==> src/rtl/mem_access_pkg.sv <==
// ---------------------------------------------------------------------------
// Module  : mem_access_pkg
// Brief   : Shared types and helpers for the Avalon-MM load/store master.
// Revision: 1.0 - initial release
// ---------------------------------------------------------------------------
`default_nettype none

package mem_access_pkg;

    typedef enum logic [1:0] {
        SZ_BYTE = 2'b00,
        SZ_HALF = 2'b01,
        SZ_WORD = 2'b10,
        SZ_BAD  = 2'b11
    } size_t;

    typedef enum logic [1:0] {
        IDLE = 2'd0,
        BUS  = 2'd1,
        RESP = 2'd2
    } state_t;

    function automatic logic [3:0] byteenable_f(input size_t size, input logic [1:0] addr_lo);
        logic [3:0] be;
        case (size)
            SZ_BYTE: be = 4'b0001 << addr_lo;
            SZ_HALF: be = addr_lo[1] ? 4'b1100 : 4'b0011;
            SZ_WORD: be = 4'b1111;
            default: be = 4'b0000;
        endcase
        return be;
    endfunction

    function automatic logic misaligned_f(input size_t size, input logic [1:0] addr_lo);
        logic bad;
        case (size)
            SZ_BYTE: bad = 1'b0;
            SZ_HALF: bad = addr_lo[0];
            SZ_WORD: bad = |addr_lo;
            default: bad = 1'b1;
        endcase
        return bad;
    endfunction

endpackage

`default_nettype wire

==> src/rtl/mem_lane_align.sv <==
// ---------------------------------------------------------------------------
// Module  : mem_lane_align
// Brief   : Store-data lane replication and load-data lane select/extend.
// Revision: 1.0 - initial release
// ---------------------------------------------------------------------------
`default_nettype none

module mem_lane_align
    import mem_access_pkg::*;
(
    input  size_t       i_st_size,
    input  logic [31:0] i_st_wdata,
    output logic [31:0] o_st_wdata,
    input  size_t       i_ld_size,
    input  logic [1:0]  i_ld_addr_lo,
    input  logic        i_ld_signed,
    input  logic [31:0] i_ld_rdata,
    output logic [31:0] o_ld_data
);

    logic [7:0]  w_byte;
    logic [15:0] w_half;

    always_comb begin
        o_st_wdata = i_st_wdata;
        case (i_st_size)
            SZ_BYTE: o_st_wdata = {4{i_st_wdata[7:0]}};
            SZ_HALF: o_st_wdata = {2{i_st_wdata[15:0]}};
            default: o_st_wdata = i_st_wdata;
        endcase
    end

    always_comb begin
        w_byte = i_ld_rdata[7:0];
        case (i_ld_addr_lo)
            2'd0: w_byte = i_ld_rdata[7:0];
            2'd1: w_byte = i_ld_rdata[15:8];
            2'd2: w_byte = i_ld_rdata[23:16];
            2'd3: w_byte = i_ld_rdata[31:24];
            default: w_byte = i_ld_rdata[7:0];
        endcase
        w_half = i_ld_addr_lo[1] ? i_ld_rdata[31:16] : i_ld_rdata[15:0];
    end

    always_comb begin
        o_ld_data = 32'd0;
        case (i_ld_size)
            SZ_BYTE: o_ld_data = {{24{i_ld_signed & w_byte[7]}}, w_byte};
            SZ_HALF: o_ld_data = {{16{i_ld_signed & w_half[15]}}, w_half};
            SZ_WORD: o_ld_data = i_ld_rdata;
            default: o_ld_data = 32'd0;
        endcase
    end

endmodule

`default_nettype wire

==> src/rtl/avalon_mem_master.sv <==
// ---------------------------------------------------------------------------
// Module  : avalon_mem_master
// Brief   : Avalon-MM initiator for the core's load/store stage, with
//           misalignment trapping and a bus-hang timeout.
// Revision: 1.0 - initial release
// ---------------------------------------------------------------------------
`default_nettype none

module avalon_mem_master
    import mem_access_pkg::*;
#(
    parameter int TIMEOUT_CYCLES = 1024
) (
    input  logic        clk,
    input  logic        reset,
    input  logic        cpu_req,
    input  logic        cpu_we,
    input  logic [31:0] cpu_addr,
    input  logic [31:0] cpu_wdata,
    input  logic [1:0]  cpu_size,
    input  logic        cpu_signed,
    output logic        cpu_ready,
    output logic        cpu_done,
    output logic [31:0] cpu_rdata,
    output logic        cpu_err,
    output logic [31:0] avm_address,
    output logic        avm_read,
    output logic        avm_write,
    output logic [31:0] avm_writedata,
    output logic [3:0]  avm_byteenable,
    input  logic        avm_waitrequest,
    input  logic [31:0] avm_readdata
);

    localparam int              C_CW      = (TIMEOUT_CYCLES < 2) ? 1 : $clog2(TIMEOUT_CYCLES);
    localparam logic [C_CW-1:0] C_TO_LAST = C_CW'(TIMEOUT_CYCLES - 1);
    localparam bit              C_TO_EN   = (TIMEOUT_CYCLES != 0);

    state_t          r_state;
    size_t           r_size;
    logic [1:0]      r_addr_lo;
    logic            r_signed;
    logic            r_we;
    logic [C_CW-1:0] r_cnt;
    logic [31:0]     r_address;
    logic            r_read;
    logic            r_write;
    logic [31:0]     r_writedata;
    logic [3:0]      r_byteenable;
    logic            r_done;
    logic [31:0]     r_rdata;
    logic            r_err;

    size_t       w_size;
    logic [31:0] w_st_wdata;
    logic [31:0] w_ld_data;

    assign w_size = size_t'(cpu_size);

    mem_lane_align u_align (
        .i_st_size    (w_size),
        .i_st_wdata   (cpu_wdata),
        .o_st_wdata   (w_st_wdata),
        .i_ld_size    (r_size),
        .i_ld_addr_lo (r_addr_lo),
        .i_ld_signed  (r_signed),
        .i_ld_rdata   (avm_readdata),
        .o_ld_data    (w_ld_data)
    );

    always_ff @(posedge clk) begin
        if (!reset) begin
            r_state      <= IDLE;
            r_size       <= SZ_BYTE;
            r_addr_lo    <= 2'd0;
            r_signed     <= 1'b0;
            r_we         <= 1'b0;
            r_cnt        <= '0;
            r_address    <= 32'd0;
            r_read       <= 1'b0;
            r_write      <= 1'b0;
            r_writedata  <= 32'd0;
            r_byteenable <= 4'd0;
            r_done       <= 1'b0;
            r_rdata      <= 32'd0;
            r_err        <= 1'b0;
        end else begin
            case (r_state)
                IDLE: begin
                    r_done  <= 1'b0;
                    r_rdata <= 32'd0;
                    r_err   <= 1'b0;
                    if (cpu_req) begin
                        r_size    <= w_size;
                        r_addr_lo <= cpu_addr[1:0];
                        r_signed  <= cpu_signed;
                        r_we      <= cpu_we;
                        // Illegal requests never reach the bus; answer straight away.
                        if (misaligned_f(w_size, cpu_addr[1:0])) begin
                            r_state <= RESP;
                            r_done  <= 1'b1;
                            r_err   <= 1'b1;
                        end else begin
                            r_state      <= BUS;
                            r_cnt        <= '0;
                            r_address    <= {cpu_addr[31:2], 2'b00};
                            r_byteenable <= byteenable_f(w_size, cpu_addr[1:0]);
                            r_writedata  <= w_st_wdata;
                            r_read       <= ~cpu_we;
                            r_write      <= cpu_we;
                        end
                    end
                end
                BUS: begin
                    if (!avm_waitrequest) begin
                        r_state <= RESP;
                        r_read  <= 1'b0;
                        r_write <= 1'b0;
                        r_done  <= 1'b1;
                        r_rdata <= r_we ? 32'd0 : w_ld_data;
                    end else if (C_TO_EN && (r_cnt == C_TO_LAST)) begin
                        r_state <= RESP;
                        r_read  <= 1'b0;
                        r_write <= 1'b0;
                        r_done  <= 1'b1;
                        r_err   <= 1'b1;
                        r_rdata <= 32'd0;
                    end else begin
                        r_cnt <= r_cnt + 1'b1;
                    end
                end
                RESP: begin
                    r_state <= IDLE;
                    r_done  <= 1'b0;
                    r_rdata <= 32'd0;
                    r_err   <= 1'b0;
                end
                default: begin
                    r_state <= IDLE;
                end
            endcase
        end
    end

    assign cpu_ready      = (r_state == IDLE);
    assign cpu_done       = r_done;
    assign cpu_rdata      = r_rdata;
    assign cpu_err        = r_err;
    assign avm_address    = r_address;
    assign avm_read       = r_read;
    assign avm_write      = r_write;
    assign avm_writedata  = r_writedata;
    assign avm_byteenable = r_byteenable;

endmodule

`default_nettype wire
==> config.mk <==
export PLATFORM = sky130hd
export DESIGN_NAME = avalon_mem_master
export DESIGN_NICKNAME = d
export VERILOG_FILES = /design/src/rtl/mem_access_pkg.sv /design/src/rtl/mem_lane_align.sv /design/src/rtl/avalon_mem_master.sv
export SDC_FILE = /design/constraint.sdc
export NUM_CORES = 1
export LEC_CHECK = 0
export BUFFER_PORTS_ARGS = -buffer_cell sky130_fd_sc_hd__buf_2
export CAP_MARGIN = 30
export CORE_MARGIN = 3
export CORE_UTILIZATION = 35
export CTS_CLUSTER_DIAMETER = 150
export DETAILED_ROUTE_END_ITERATION = 6
export SLEW_MARGIN = 20
export SYNTH_ARGS = -nofsm -noshare
export SYNTH_HDL_FRONTEND = slang
export SYNTH_SLANG_ARGS = --single-unit
==> constraint.sdc <==
create_clock -name clk -period 1.8 [get_ports clk]
set_input_delay 0.27 -clock clk [delete_from_list [all_inputs] [get_ports clk]]
set_output_delay 0.27 -clock clk [all_outputs]
set_load 0.02 [all_outputs]
==> results.yml, run 1 <==
status:
  outcome: "finished with violations"
  violations: "setup timing"
floorplan:
  rows: 46
  die_height_um: 135
  fp.coreArea_um2: 16100
  die-area_um2: 18300
  start_util_pct: 36.4
  ios: 209
  die_w_um: 135
synthesis:
  syn_inst: 703
  synth_area_um2: 5860
  ys_seq_elements: 120
  yosys_warnings: 0
  yosys.cell_types.count: 61
  avgSynthCellArea_um2: 8.34
  synth-async-reset-ratio_pct: 0
  synth-seq-area-share_pct: 41.0
  ys.flop_type: "dfxtp_1"
  synth_edf_count: 0
global_route:
  grt_max_degree: 57
  gr-total-overflow: 0
  antenna_found_initial: 1
  track_usage_pct: 19.1
  grt_pass1_wl_um: 28000
  grt_pass1_vias: 5404
pwr:
  p_per_area_nw_per_um2: 910
  pwr-share-seq_pct: 38.0
  p_leak_nw: 3.66
  peakVddDrop_v: 0.000607
  pwr-share-clk_pct: 42.7
  switching_share_pct: 29.3
  power_frac_comb_pct: 19.3
  p_total_mw: 7.50
  switching_power_mw: 2.19
  p_int_mw: 5.30
worst_setup_path:
  timing.rr.end: "cpu_rdata[26]$_SDFFE_PN0P_"
  cp.arrival_ns: 2.15
  crit_path_start_kind: "register"
  rr_worst_depth: 8
  reg2reg_slack_ns: -0.02
  crit_required_ns: 2.13
  cp-end-kind: "register"
  r2r_start: "r_state[0]$_SDFFE_PN0P_"
  worstPathMaxFanout: 8
  crit_type: "reg -> reg"
hold_path:
  holdPathStages: 3
  hp-class: "in -> reg"
  min-delay-start: "cpu_addr[10]"
  hold_path_end: "avm_address[10]$_SDFFE_PN0P_"
timing:
  timing.hold.ws_ns: 0.0982
  min_period_ns: 1.82
  grt_setup_unrepaired: "true"
  hold_violations: 0
  drv_slew: 0
  final.period_utilization_pct: 101
  setup_viol: 1
  skew_ns: 0.00890
  post-route-worst-setup-slack_ns: -0.0213
  worst_slew_pin_slew_ns: 0.500
  fmax_ghz: 0.549
  relSlewSlack_pct: 66.7
place:
  place_area_um2: 7350
  dp_cells: 1117
  io_buffer_count: 206
  gp_congestion: 0.885
  dp_hpwl_um: 13000
drt:
  drt_iter0_markers: 262
  drt.antenna.violating_nets: 0
  drcViolationCount: 0
  routed_wl_um: 18600
  wl_per_cell_um: 16.0
  first_pass_iters: 4
  viasPerCell: 5.02
  vias: 5833
layout:
  drive_gt1_share_pct: 35.0
  syn2layout_area_growth_pct: 40.5
  final_cell_area_um2: 8240
  nNetsFinal: 1041
  finalNonFillerCells: 1161
  diodes: 0
  n_fill_cell: 1587
  utilization_pct: 51.1
clock_tree:
  clk_pin_slew_ns: 0.06
  clockBufferDepth: 2
  cts-htree-levels: 4
  cts_tree: "yes"
  numCtsBuffers: 17
  clock_sinks: 120
  cts-root-buf: "clkbuf_16"
  cts.hold.buffers_added: 0
  insertion_delay_ns: 0.41
job:
  drv_cap: 0
-- layout make-up --
| cell class | count | area [um^2] | share of cell area [%] |
|---|---|---|---|
| inverter | 7 | 28.8 | 0.349 |
| clock inverter | 14 | 129 | 1.56 |
| multi-input combinational | 521 | 3310 | 40.2 |
| sequential | 120 | 2410 | 29.2 |
| timing repair buffer | 265 | 1660 | 20.2 |
| clock buffer | 18 | 429 | 5.21 |
| tap | 216 | 270 | 3.28 |
-- per-layer routing --
metal,share of wire [%],vias to the layer above,wire (um),GRT usage (%)
met5,0.070,-,13,0
met4,0.93,2,174,5.66
met3,8.6,18,1600,7.47
met2,49,214,9050,31.4
met1,42,2698,7780,23.3
li1,-,2901,-,-
-- worst max-delay path, stage by stage, from the launching register on --
cell and delay [ns]:
dfxtp_4 0.39, inv_4 0.05, ha_4 0.16, nor4_4 0.33
nand2_2 0.12, a21oi_4 0.26, clkbuf_16 0.21, o21ai_1 0.07
a21boi_1 0.15
-- what timing repair did --
item | CTS | global route
resized for setup | 7 | 37
pin swaps | 0 | 24
gates cloned | 0 | 5
setup buffers | 0 | 7
endpoints found under the setup margin | 18 | 92
-- worst max-delay path by stage --
| stage | startpoint | slack (ns) | endpoint | cells after the start |
|---|---|---|---|---|
| 3_5_place_dp | r_state[0]$_SDFFE_PN0P_ | -0.003 | cpu_rdata[5]$_SDFFE_PN0P_ | 7 |
| 3_3_place_gp | r_state[0]$_SDFFE_PN0P_ | 0.009 | cpu_rdata[2]$_SDFFE_PN0P_ | 7 |
| 2_1_floorplan | r_state[0]$_SDFFE_PN0P_ | -0.03 | r_cnt[3]$_SDFFE_PN0P_ | 8 |
| 5_1_grt | r_state[0]$_SDFFE_PN0P_ | -0.09 | cpu_rdata[26]$_SDFFE_PN0P_ | 8 |
| 6_report | r_state[0]$_SDFFE_PN0P_ | -0.02 | cpu_rdata[26]$_SDFFE_PN0P_ | 8 |
| 4_1_cts | r_state[1]$_SDFFE_PN0P_ | -0.02 | r_cnt[9]$_SDFFE_PN0P_ | 7 |
-- registers in the layout, indices dropped and copies added, names as in the netlist, 2 cells and up --
register        flops
avm_byteenable      4
r_addr_lo           2
r_cnt              10
avm_address        30
cpu_rdata          32
avm_writedata      32
r_size              2
r_state             2
-- metrics by stage --
| stage | TNS [ns] | worst slack, ns |
|---|---|---|
| finish | -0.0213 | -0.0213 |
| global route | -1.02 | -0.0906 |
| CTS | -0.0476 | -0.0200 |
| detailed placement | -0.00303 | -0.00268 |
| global placement | 0 | 0.00902 |
| floorplan | -0.0266 | -0.0266 |
-- placed cells by master, fill, tap and decap left out, types with 3 or more instances in the layout --
| master | netlist | final |
|---|---|---|
| a21boi_0 | 70 | 61 |
| a21boi_1 | 10 | 19 |
| a21oi_1 | 13 | 12 |
| a22oi_1 | 11 | 11 |
| and2_1 | 18 | 17 |
| buf_12 | 0 | 6 |
| buf_2 | 24 | 206 |
| buf_4 | 3 | 45 |
| clkbuf_16 | 0 | 22 |
| clkinv_2 | 0 | 3 |
| clkinv_4 | 0 | 6 |
| clkinvlp_4 | 0 | 3 |
| dfxtp_1 | 120 | 118 |
| ha_4 | 0 | 3 |
| inv_1 | 7 | 5 |
| mux2_2 | 3 | 3 |
| mux2i_1 | 28 | 28 |
| nand2_1 | 174 | 173 |
| nand2b_1 | 6 | 6 |
| nand3_1 | 18 | 18 |
| nand4_1 | 4 | 4 |
| nor2_1 | 10 | 10 |
| nor2b_1 | 17 | 16 |
| nor3_2 | 1 | 3 |
| o211a_1 | 16 | 16 |
| o211ai_1 | 4 | 4 |
| o21a_1 | 4 | 4 |
| o21ai_0 | 44 | 41 |
| o21ai_1 | 11 | 13 |
| o22ai_1 | 8 | 8 |
| o2bb2ai_1 | 4 | 4 |
| or4_1 | 3 | 3 |
-- power groups by stage --
| stage | Combinational, mW | Clock (mW) | Sequential [mW] |
|---|---|---|---|
| 2_1_floorplan | 0.651 | 0 | 3.03 |
| 3_3_place_gp | 1.31 | 0 | 2.90 |
| 3_5_place_dp | 1.31 | 0 | 2.90 |
| 4_1_cts | 1.33 | 3.27 | 2.85 |
| 5_1_grt | 1.57 | 3.38 | 2.86 |
| 6_report | 1.44 | 3.20 | 2.85 |
-- cells in the mapped netlist, types with 2 or more instances --
cell type  count  area share (%)
mux2i_1       28             4.8
o211ai_1       4            0.51
o2bb2ai_1      4            0.60
o21a_1         4            0.51
nand4_1        4            0.43
o31ai_1        2            0.26
a21boi_1      10             1.3
nand2_1      174              11
nand3_1       18             1.5
inv_1          7            0.45
nor2_1        10            0.64
o21ai_1       11            0.94
buf_4          3            0.38
a22oi_1       11             1.4
ha_1           5             1.1
and4_1         2            0.30
a32oi_1        2            0.30
nor2b_1       17             1.8
or3_1          2            0.21
buf_6          4            0.77
nand2b_1       6            0.64
xnor2_1        2            0.30
nor3_1         3            0.26
dfxtp_1      120              41
clkbuf_1      24             1.5
mux2_2         3            0.58
or4_1          3            0.38
buf_2         24             2.0
and2_1        18             1.9
a21oi_1       13             1.1
o211a_1       16             2.7
a21boi_0      70             9.0
o22ai_1        8            0.85
o21ai_0       44             3.8
-- cell families after synthesis --
logic type / count (synthesis) / share of synthesized area (%)
and+or+nand+nor: 265 / 20.4
AOI/OAI and AO/OA: 213 / 25.8
DFF: 120 / 41.0
buffers and inverters: 63 / 5.25
muxes: 33 / 6.00
adders and majority gates: 5 / 1.07
xor gates and xnor gates: 3 / 0.448
other: 1 / 0.0639
Power figures use the tool's default switching activity.
==> run 2, diff against run 1 <==
--- a/config.mk
+++ b/config.mk
@@ -5,6 +5,7 @@
 export SDC_FILE = /design/constraint.sdc
 export NUM_CORES = 1
 export LEC_CHECK = 0
+export ABC_AREA = 1
 export BUFFER_PORTS_ARGS = -buffer_cell sky130_fd_sc_hd__buf_2
 export CAP_MARGIN = 30
 export CORE_MARGIN = 3
==> constraint.sdc (replaced) <==
create_clock -name clk -period 1.8 [get_ports clk]
set_input_delay 0.27 -clock clk [delete_from_list [all_inputs] [get_ports clk]]
set_output_delay 0.27 -clock clk [all_outputs]
set_load 0.05 [all_outputs]
==> results.yml, run 2 <==
timing:
  timing.hold.ws_ns: 0.0905
  finalSetupTns_ns: 0
  grt_setup_unrepaired: "false"
  fmax_ghz: 0.590
  skew_ns: 0.0103
  min_period_ns: 1.69
  setup_viol: 0
  final.period_utilization_pct: 94.1
  drv_slew: 0
  hold_violations: 0
clock_tree:
  cts_tree: "yes"
  numCtsBuffers: 17
  insertion_delay_ns: 0.42
  cts.hold.buffers_added: 0
  cts-root-buf: "clkbuf_16"
  clockBufferDepth: 2
  clk_pin_slew_ns: 0.06
  clock_sinks: 120
  cts-htree-levels: 4
synthesis:
  synth_commonest_cells: "nand2_1 (343), dfxtp_1 (120), a21oi_1 (107)"
  synth_top_cell_area_share_pct: 40.0
  synth-async-reset-ratio_pct: 0
  synth_top_family_by_area: "simple AND/OR/NAND/NOR gates"
  synth-xor-area-share_pct: 0.291
  yosys.cell_types.count: 34
  synthTopCellsByArea: "dfxtp_1 (40%), nand2_1 (21%), a21oi_1 (8.9%)"
  synth-simple-area-share_pct: 32.3
  ys_seq_elements: 120
  yosysTopAreaCell: "dfxtp_1"
  synth-seq-area-share_pct: 40.0
  synth_edf_count: 0
  synth_area_um2: 6010
  yosys_warnings: 0
  muxShareOfSynthArea_pct: 0
  ys.flop_type: "dfxtp_1"
  syn_inst: 911
  synth-adder-area-share_pct: 1.04
  synth.most_common_cell: "nand2_1"
  avgSynthCellArea_um2: 6.60
  synth-compound-area-share_pct: 16.8
pwr:
  p_total_mw: 8.82
  peakVddDrop_v: 0.000765
  p_leak_nw: 3.93
  p_per_area_nw_per_um2: 1100
worst_setup_path:
  worstPathMaxFanout: 4
  cp-end-kind: "output port"
  crit_path_start_kind: "register"
  crit_type: "reg -> out"
  cp.arrival_ns: 1.42
  crit_required_ns: 1.53
floorplan:
  rows: 47
  ios: 209
  start_util_pct: 36.0
  die_height_um: 137
  die-area_um2: 18800
  fp.coreArea_um2: 16700
  die_w_um: 137
drt:
  drcViolationCount: 0
  drt_iter0_markers: 462
  vias: 6429
  first_pass_iters: 5
  drt.antenna.violating_nets: 0
  viasPerCell: 4.77
  wl_per_cell_um: 13.9
  routed_wl_um: 18800
place:
  io_buffer_count: 206
  dp_cells: 1312
  dp_hpwl_um: 13500
  gp_congestion: 0.834
status:
  outcome: "complete, no violations"
layout:
  final_cell_mix: "nand2_1 (342), buf_2 (206), dfxtp_1 (116)"
  finalNonFillerCells: 1347
  ff_latch_area_um2: 2410
  drive_gt1_share_pct: 28.0
  multi_input_area_um2: 3090
  syn2layout_area_growth_pct: 33.3
  mostFrequentLayoutCell: "nand2_1"
  diodes: 0
  nNetsFinal: 1223
  n_fill_cell: 1761
global_route:
  grt_pass1_vias: 5885
  gr-total-overflow: 0
  track_usage_pct: 19.6
  antenna_found_initial: 3
  grt_max_degree: 46
  grt_pass1_wl_um: 29500
hold_path:
  hp-class: "in -> reg"
job:
  drv_cap: 0
-- run 2: worst max-delay path, cell delays in order, from the launching register on --
cell and delay (ns):
dfxtp_2 0.34, inv_1 0.11, ha_4 0.17, buf_4 0.13
buf_2 0.26
-- run 2: stage by stage --
stage          utilization [%]  area (um^2)  setup slack (ns)
2_1_floorplan                -         6030            0.0411
3_3_place_gp              43.8         7320            0.0497
3_5_place_dp              43.8         7320            0.0526
4_1_cts                   47.3         7900            0.0298
5_1_grt                   48.0         8010           0.00150
6_report                  48.0         8010             0.106
-- run 2: layout make-up --
class | count | share of cell area (%)
Timing Repair Buffer | 237 | 17.1
Inverter | 76 | 3.59
Clock buffer | 17 | 5.31
Tap cell | 220 | 3.43
Clock inverter | 15 | 1.94
Sequential cell | 120 | 30.0
Multi-Input combinational cell | 662 | 38.6
-- run 2: cell families after synthesis --
family                   after synthesis
adder cells (fa/ha/maj)                5
buffers and inverters                130
XOR/XNOR                               2
other                                  1
flip-flops                           120
AO/OA/AOI/OAI                        188
AND/OR/NAND/NOR                      465
-- run 2: report_power, final --
group / leakage (nW) / switching [mW] / internal [mW]
clock network: 0.286 / 1.41 / 1.96
registers: 0.982 / 0.123 / 2.88
logic: 2.66 / 1.71 / 0.732
total: 3.93 / 3.24 / 5.57
-- run 2: worst paths after layout --
check        slack, ns  cells after the start                         start                            to
max               0.11                      4       r_state[0]$_SDFFE_PN0P_                     cpu_ready
min               0.09                      3                  cpu_addr[19]  avm_address[19]$_SDFFE_PN0P_
min reg2reg       0.46                      2  avm_address[31]$_SDFFE_PN0P_  avm_address[31]$_SDFFE_PN0P_
max reg2reg       0.14                      9       r_state[0]$_SDFFE_PN0P_         r_cnt[5]$_SDFFE_PN0P_
-- run 2: timing repair --
action | CTS | global route
endpoints found under the setup margin | 0 | 66
setup buffers | 0 | 1
resized for setup | 0 | 15
-- run 2: metal layers --
metal,GRT usage [%],up-vias,wire (um)
li1,-,3326,-
met1,25.0,2838,7900
met2,30.4,234,8680
met3,8.16,25,1870
met4,5.60,6,276
met5,0,-,34
